===== src/rtl/shift_div_pkg.sv =====
// Shared widths and state encoding for the shift_div restoring divider.
package shift_div_pkg;

  localparam int DIV_XLEN = 64;
  localparam int REG_BUS  = 2 * DIV_XLEN;

  typedef enum logic [1:0] {
    IDLE = 2'd0,
    CALC = 2'd1,
    FIX  = 2'd2,
    DONE = 2'd3
  } div_state_e;

endpackage


===== src/rtl/shift_div_sub_step.sv =====
// One stateless restoring-division step: shift in the next dividend bit, trial-subtract, restore on borrow.
module div_sub_step #(
  parameter int W = 65
) (
  input  logic [W-1:0] rem_i,
  input  logic         dvd_msb_i,
  input  logic [W-1:0] divisor_i,
  output logic [W-1:0] rem_o,
  output logic         q_bit_o
);

  logic [W:0] shifted;

  always_comb begin
    shifted = {rem_i, dvd_msb_i};
    q_bit_o = (shifted >= {1'b0, divisor_i});
    rem_o   = q_bit_o ? W'(shifted - {1'b0, divisor_i}) : shifted[W-1:0];
  end

endmodule


===== src/rtl/shift_div.sv =====
// 64-bit signed/unsigned sequential restoring divider, one quotient bit per cycle.
// Define DIV_FAST_PATH_EN to finish divide-by-zero and (-2^63 / -1) straight from IDLE.
module shift_div
  import shift_div_pkg::*;
#(
  parameter int XLEN = DIV_XLEN
) (
  input  logic               clk,
  input  logic               rst,
  input  logic               valid,
  input  logic               rs1_sign,
  input  logic               rs2_sign,
  input  logic [XLEN-1:0]    rs1_data,
  input  logic [XLEN-1:0]    rs2_data,
  output logic               ready,
  output logic [REG_BUS-1:0] div_result
);

  localparam int CW = $clog2(XLEN);

  div_state_e          state_q, state_d;
  logic [CW-1:0]       cnt_q, cnt_d;
  logic [XLEN-1:0]     dvd_q, dvd_d;
  logic [XLEN:0]       rem_q, rem_d;
  logic [XLEN:0]       dsr_q, dsr_d;
  logic                qSign_q, qSign_d;
  logic                rSign_q, rSign_d;
  logic                divZero_q, divZero_d;
  logic                ready_q, ready_d;
  logic [REG_BUS-1:0]  result_q, result_d;

  logic [XLEN-1:0]     rs1Mag;
  logic [XLEN:0]       rs2Mag;
  logic                rs2Zero;
  logic [XLEN:0]       stepRem;
  logic                stepBit;
  logic [XLEN-1:0]     quotFix, remFix;
`ifdef DIV_FAST_PATH_EN
  logic                ovfCase;
`endif

  div_sub_step #(.W(XLEN + 1)) u_step (
    .rem_i     (rem_q),
    .dvd_msb_i (dvd_q[XLEN-1]),
    .divisor_i (dsr_q),
    .rem_o     (stepRem),
    .q_bit_o   (stepBit)
  );

  // Operands are {sign, data} 65-bit values; the dividend magnitude always fits in 64 bits.
  always_comb begin
    rs1Mag  = rs1_sign ? -rs1_data : rs1_data;
    rs2Mag  = rs2_sign ? -{rs2_sign, rs2_data} : {rs2_sign, rs2_data};
    rs2Zero = ({rs2_sign, rs2_data} == '0);
`ifdef DIV_FAST_PATH_EN
    ovfCase = rs1_sign && (rs1_data == {1'b1, {(XLEN-1){1'b0}}}) &&
              rs2_sign && (rs2_data == '1);
`endif
    quotFix = divZero_q ? '1 : (qSign_q ? -dvd_q : dvd_q);
    remFix  = rSign_q ? -rem_q[XLEN-1:0] : rem_q[XLEN-1:0];
  end

  always_comb begin
    state_d   = state_q;
    cnt_d     = cnt_q;
    dvd_d     = dvd_q;
    rem_d     = rem_q;
    dsr_d     = dsr_q;
    qSign_d   = qSign_q;
    rSign_d   = rSign_q;
    divZero_d = divZero_q;
    result_d  = result_q;
    case (state_q)
      IDLE: begin
        if (valid) begin
          dvd_d     = rs1Mag;
          rem_d     = '0;
          dsr_d     = rs2Mag;
          qSign_d   = rs1_sign ^ rs2_sign;
          rSign_d   = rs1_sign;
          divZero_d = rs2Zero;
          cnt_d     = '0;
          state_d   = CALC;
`ifdef DIV_FAST_PATH_EN
          if (rs2Zero) begin
            result_d = {rs1_data, {XLEN{1'b1}}};
            state_d  = DONE;
          end else if (ovfCase) begin
            result_d = {{XLEN{1'b0}}, 1'b1, {(XLEN-1){1'b0}}};
            state_d  = DONE;
          end
`endif
        end
      end
      // The dividend register fills with quotient bits from the LSB as it shifts out.
      CALC: begin
        if (!valid) begin
          state_d = IDLE;
        end else begin
          dvd_d = {dvd_q[XLEN-2:0], stepBit};
          rem_d = stepRem;
          cnt_d = cnt_q + 1'b1;
          if (cnt_q == CW'(XLEN - 1)) state_d = FIX;
        end
      end
      FIX: begin
        if (!valid) begin
          state_d = IDLE;
        end else begin
          result_d = {remFix, quotFix};
          state_d  = DONE;
        end
      end
      DONE:    state_d = IDLE;
      default: state_d = IDLE;
    endcase
    ready_d = (state_d == DONE);
  end

  always_ff @(posedge clk or posedge rst) begin
    if (rst) begin
      state_q   <= IDLE;
      cnt_q     <= '0;
      dvd_q     <= '0;
      rem_q     <= '0;
      dsr_q     <= '0;
      qSign_q   <= 1'b0;
      rSign_q   <= 1'b0;
      divZero_q <= 1'b0;
      ready_q   <= 1'b0;
      result_q  <= '0;
    end else begin
      state_q   <= state_d;
      cnt_q     <= cnt_d;
      dvd_q     <= dvd_d;
      rem_q     <= rem_d;
      dsr_q     <= dsr_d;
      qSign_q   <= qSign_d;
      rSign_q   <= rSign_d;
      divZero_q <= divZero_d;
      ready_q   <= ready_d;
      result_q  <= result_d;
    end
  end

  assign ready      = ready_q;
  assign div_result = result_q;

endmodule


===== config.mk =====
export PLATFORM = sky130hd
export DESIGN_NAME = shift_div
export DESIGN_NICKNAME = d
export VERILOG_FILES = /design/src/rtl/shift_div_pkg.sv /design/src/rtl/shift_div_sub_step.sv /design/src/rtl/shift_div.sv
export SDC_FILE = /design/constraint.sdc
export NUM_CORES = 1
export LEC_CHECK = 0
export ABC_CLOCK_PERIOD_IN_PS = 28400
export CAP_MARGIN = 5
export CORE_MARGIN = 8
export CORE_UTILIZATION = 62
export DETAILED_ROUTE_END_ITERATION = 8
export GPL_TIMING_DRIVEN = 0
export PLACE_DENSITY = 0.9
export SETUP_SLACK_MARGIN = 0.05
export SYNTH_ARGS = -nofsm -noshare
export SYNTH_HDL_FRONTEND = slang
export SYNTH_SLANG_ARGS = --single-unit

===== constraint.sdc =====
create_clock -name clk -period 28.4 [get_ports clk]
set_clock_uncertainty 0.05 [all_clocks]
set_input_delay 2.84 -clock clk [delete_from_list [all_inputs] [get_ports clk]]
set_output_delay 2.84 -clock clk [all_outputs]
set_load 0.02 [all_outputs]

==> out/metrics.cfg, run 1 <==
[clock_tree]
holdBufCountCts = 0
root_buffer = clkbuf_16
post_cts_buffers = 0
clk_path_buf_depth = 3
cts_resized = 0
h-tree-depth = 2
cts.sinks = 334
cts_tree = built
worstSkewPairLatency_ns = 0.54
cts.clk_slew.worst_paths_ns = 0.06
cts_inserted_buffers = 37

[global_routing]
grt_max_degree = 131
grt_pass1_wl_microns = 118000
first_global_vias = 22110
overflow = 0
use_met1 = 0.432
use_met2 = 0.580
grt-busiest-layer = met2
grt_usage = 0.353
antenna_found_initial = 0
grt_util_met3 = 0.0512

[synthesis]
synth-edff-count = 0
avgSynthCellArea_sq_um = 8.19
yosys_most_used_dff = dfrtp_1
synthTopCellsByArea = dfrtp_1, xor2_1, o21ai_0
synth_seq_cells = 334
syn-num-nets = 2914
async_flop_share = 1.00
yosys.area.top_type_share = 0.376
synth_area_sq_um = 22200
synth.distinct_cells = 67
synthCells = 2710
synth_top_area_cell = dfrtp_1
ys.warnings.count = 0
yosysSeqAreaShare = 0.376

[floorplan]
die_height_microns = 205
rows = 69
pin_count = 262
core_sq_um = 35400
floorplan.initialDensity = 0.627
dieWidth_microns = 205
die_area_sq_um = 42100

[timing]
worst_slew_pin_slew_ns = 1.20
setup_viol = 0
tns_ns = 0
min_period_ns = 6.13
hold_viol = 0
relSlewSlack = 0.198
period_share = 0.216
rsz0062_at_grt = no
setup_ws_ns = 22.27
drv_slew = 0
max_freq_mhz = 163

[worst_setup_path]
cp.required_ns = 28.74
cp_max_fo = 5
endpoint_kind = flip-flop
crit_type = primary input to flip-flop
worstPathArrival_ns = 6.47
cp-start-kind = primary input

[detailed_routing]
drt_wl_total_microns = 75900
dr.first_iter.drc_count = 2025
drc = 0
postRouteAntennaNets = 0
routed_via_density = 6.38
wl_per_cell_microns = 21.7
num_vias = 22337
first_pass_iters = 6

[run]
maxCapViolations = 0

[placed_design]
post-place-ws_ns = 21.81
dp_hpwl_microns = 58400
io_buffers = 259
place.gp.congestion = 0.976

[finish]
fin_nets = 3214
area_growth_pct = 20.2
drive_above_1_share = 0.0332

[power]
power.density_nw_per_um2 = 80.7
ir_drop_mv = 0.0484
p_leak_nw = 11.6

[worst_hold_path]
hp-class = flip-flop to flip-flop

[status]
status = finished, final reports clean

synthesized netlist by cell type, types with 26 or more instances:
master and n:
inv_1 95, clkbuf_1 144, dfrtp_1 334, nor3_1 27
nand2_1 367, nand4_1 29, o41ai_1 39, o31ai_1 77
o21ai_0 385, or4_1 31, xnor2_1 55, a21o_1 32
nand2b_1 26, or3_1 34, xor2_1 255, a21oi_1 216
nor2_1 208, ha_1 70, nand3_1 35
worst paths after layout:
path / endpoint / depth (start not counted) / slack, ns / startpoint
hold / removal: dsr_q[10] / 2 / 0.43 / dsr_q[10]
hold reg to reg: dsr_q[10] / 2 / 0.43 / dsr_q[10]
max in group asynchronous: div_result[123] / 4 / 24.01 / rst
setup / recovery: dvd_q[59] / 10 / 22.27 / rs1_data[4]
setup reg to reg: rem_q[63] / 16 / 23.30 / dvd_q[63]
min in group asynchronous: div_result[15] / 2 / 2.72 / rst
area by class of cell:
type | instances | area, sq um
multi-input combinational | 2123 | 12900
fill | 2581 | 8710
sequential | 334 | 8360
timing repair buffer | 261 | 2650
clock buffer | 54 | 1100
buffer | 158 | 596
tap | 461 | 577
inverter | 95 | 364
clock inverter | 13 | 150
antenna | 1 | 2.50
logic make-up after synthesis:
kind of cell / share of synthesized area
flip-flops: 0.376
multiplexers: 0.00631
AO/OA/AOI/OAI: 0.232
buffers and inverters: 0.0429
XOR/XNOR: 0.122
AND/OR/NAND/NOR: 0.180
adder cells (fa/ha/maj): 0.0403
worst max-delay path, cell delays in order:
cell and delay [ns]:
clkdlybuf4s50_1 0.51, or4_1 0.62, nor4_1 0.47, nand4_1 0.29, or2_1 0.35, or4_4 0.49, nand2b_4 0.19, o31ai_1 0.32
xor2_1 0.27, o21ai_0 0.11
per-layer routing:
metal | share of wire | vias to the layer above
li1 | - | 10196
met1 | 0.39 | 10612
met2 | 0.47 | 1212
met3 | 0.078 | 317
met4 | 0.068 | 0
met5 | 0 | -
layout by cell type (no fill, tap or decap), types with 22 or more instances in the layout:
cell and instances:
o31ai_1 77, clkbuf_16 37, clkdlybuf4s50_1 259, clkbuf_1 150
o41ai_1 39, or3_1 34, ha_1 70, nand2b_1 26
nand3_1 35, or4_1 31, a21o_1 32, inv_1 94
nand4_1 29, xor2_1 255, xnor2_1 55, dfrtp_1 334
a21oi_1 216, and3_1 22, nor3_1 27, o21ai_0 385
nand2_1 367, nor2_1 208
sequential cells by signal (all words and copies together) (netlist names):
signal and cells:
dvd_q 64, cnt_q 6, divZero_q 1, dsr_q 65, qSign_q 1, ready 1, rem_q 65, rSign_q 1
div_result 128, state_q 2
metrics by stage:
stage               cell area [sq um]  total power, mW  hold WS [ns]  utilization  std cells
finish                          26700             2.15         0.428        0.754       3500
floorplan                       22200             1.34         0.400            -       2710
global route                    26700             2.28         0.450        0.754       3499
detailed placement              25400             1.63         0.419        0.719       3432
CTS                             26700             2.13         0.432        0.754       3499
global placement                25400             1.60         0.413        0.717       3430
report_power, final:
group / internal [mW] / switching [mW] / leakage [nW]
combinational: 0.380 / 0.615 / 6.54
sequential: 0.545 / 0.116 / 4.41
clock: 0.296 / 0.201 / 0.621
Note: power is estimated with default switching activity, not from simulation.
==> inputs of run 2 (changes only) <==
ABC_CLOCK_PERIOD_IN_PS = 5700   (was 28400)
CORE_UTILIZATION = 57   (was 62)
PLACE_DENSITY = 0.84   (was 0.9)
clock period = 5.7 ns   (was 28.4 ns; I/O delays follow)
==> run 2 against run 1 <==
Critical endpoint is now rem_q[63]; die area is 8.1% higher; core utilization is 5.7 points lower; flip-flop and latch count stayed put; highest routed layer unchanged; critical path type is now flip-flop to flip-flop; first-iteration DRC count is 3.7% higher; largest cell class unchanged; via count is 2.1% lower; final cell count is 1.7% higher; sequential share of layout area is 0.20 points lower; hold slack worse by 0.054 ns; combinational power grew to 5.0 times the previous value; clock-buffer cell count is 4 lower; global-route usage is 3.0 points lower.
==> out/metrics.cfg, run 2 (same netlist as run 1, synthesis figures left out) <==
[worst_setup_path]
endpoint_kind = flip-flop
worstPathArrival_ns = 5.45  ; -1.02 ns
regToRegStartpoint = dvd_q[63]
worstSetupEndpoint = rem_q[63]
cp.required_ns = 6.09  ; -22.65 ns
rr_endpoint = rem_q[63]
crit_type = flip-flop to flip-flop
cp_max_fo = 10  ; +5
reg2reg_depth = 16  ; unchanged
startpoint = dvd_q[63]
cp-start-kind = flip-flop
reg2reg_slack_ns = 0.64  ; -22.66 ns

[clock_tree]
cts_inserted_buffers = 37  ; unchanged
post_cts_buffers = 0  ; unchanged
clk_path_buf_depth = 3  ; unchanged
cts_resized = 0  ; unchanged
cts.clk_slew.worst_paths_ns = 0.06  ; about the same
worstSkewPairLatency_ns = 0.57  ; +0.03 ns
h-tree-depth = 2  ; unchanged
cts_tree = built
holdBufCountCts = 0  ; unchanged
root_buffer = clkbuf_16
cts.sinks = 334  ; unchanged

[timing]
hold-worst-slack_ns = 0.374  ; -0.0544 ns
max_freq_mhz = 198
min_period_ns = 5.06
worst_slew_pin_slew_ns = 1.20  ; -0.00187 ns
period_share = 0.887
setup_viol = 0  ; unchanged
tns_ns = 0  ; unchanged
drv_slew = 0  ; unchanged
rsz0062_at_grt = no
relSlewSlack = 0.199  ; +0.00125
hold_viol = 0  ; unchanged

[detailed_routing]
dr.first_iter.drc_count = 2100  ; +3.7%
routed_via_density = 6.14  ; -3.8%
drt_wl_total_microns = 75100  ; -1.0%
first_pass_iters = 6  ; unchanged
wl_met1_microns = 29000  ; -1.4%
drc = 0  ; unchanged
wl_per_cell_microns = 21.1  ; -2.7%
num_vias = 21862  ; -2.1%
wl_met2_microns = 35900  ; +1.3%
met3_length_microns = 6250  ; +5.5%
postRouteAntennaNets = 0  ; unchanged
topRoutingLayerUsed = met4

[power]
power.total_mw = 10.7  ; +400%
ir_drop_mv = 0.218  ; +350%
power.density_nw_per_um2 = 398  ; +390%
p_leak_nw = 11.6  ; +0.36%

[finish]
area_growth_pct = 21.0
drive_above_1_share = 0.0345  ; +0.00126
layout_common_cells = o21ai_0, nand2_1, dfrtp_1
largest_reg_flops = 128  ; unchanged
diodes = 0  ; -1
fin_nets = 3220  ; +0.19%
fin_util = 0.697  ; -0.0574
final_common_cell = o21ai_0

[floorplan]
floorplan.initialDensity = 0.576  ; -0.0514
die_height_microns = 213  ; +4.0%
dieWidth_microns = 213  ; +4.0%
die_area_sq_um = 45500  ; +8.1%
core_sq_um = 38600  ; +8.9%
rows = 72  ; +4.3%
pin_count = 262  ; unchanged

[status]
status = finished, final reports clean

[global_routing]
first_global_vias = 21623  ; -2.2%
grt_pass1_wl_microns = 117000  ; -1.3%
antenna_found_initial = 1  ; +1
grt_max_degree = 47  ; -64%
grt_usage = 0.323  ; -0.0295
overflow = 0  ; unchanged

[placed_design]
dp_hpwl_microns = 58900  ; +0.96%
place.gp.congestion = 1.03  ; +5.2%
io_buffers = 259  ; unchanged

[worst_hold_path]
hp-class = primary input to asynchronous set/reset pin

[run]
maxCapViolations = 0  ; unchanged

[run 2: cell count changes in the layout (fill, tap and decap cells not counted), sizes merged]
cell    before  now
buf         16   22
clkbuf     198  194
bufinv       3    4
clkinv       7    9
diode        1    0
[run 2: where the power goes]
group | switching [mW] | internal [mW] | total (mW)
Sequential | 0.569 | 2.72 | 3.29
Clock | 1.02 | 1.47 | 2.48
Combinational | 3.03 | 1.90 | 4.93
[run 2: worst max-delay path, stage by stage, from the launching register on]
cell	delay, ns
dfrtp_1	0.42
inv_1	0.15
ha_1	0.20
inv_1	0.06
fa_1	0.41
a21oi_1	0.25
o21ai_0	0.22
a21o_1	0.30
a31oi_1	0.37
o31ai_1	0.26
a21o_1	0.31
a221oi_1	0.48
clkbuf_1	0.47
clkbuf_1	0.62
nor2_1	0.13
mux2i_1	0.16
nand2_1	0.07
[run 2: metal layers]
metal / GRT usage / vias to the layer above
met5: 0 / -
met4: 0.183 / 0
met3: 0.0545 / 237
met2: 0.545 / 1062
met1: 0.390 / 10369
li1: - / 10194
[run 2: worst min-delay path by stage]
stage	start	endpoint	slack (ns)
2_1_floorplan	dsr_q[10]	dsr_q[10]	0.40
3_3_place_gp	div_result[0]	div_result[0]	0.41
3_5_place_dp	div_result[0]	div_result[0]	0.42
4_1_cts	rst	div_result[10]	0.37
5_1_grt	rst	div_result[16]	0.42
6_report	rst	div_result[10]	0.37
[run 2: layout make-up]
cell class | instances | area, sq um
flip-flops and latches | 334 | 8360
well taps | 518 | 648
clock inverters | 16 | 214
multi-input cells | 2123 | 12900
clock buffers | 50 | 1030
inverters | 95 | 360
fillers | 3184 | 11700
repair buffers | 267 | 2750
plain buffers | 158 | 596
[run 2: per-stage QoR]
stage,setup WS (ns),cells,area [sq um]
floorplan,0.617,2710,22200
CTS,0.744,3561,26900
detailed placement,0.757,3495,25600
finish,0.643,3561,26900
global route,0.511,3561,26900
global placement,-1.39,3487,25500
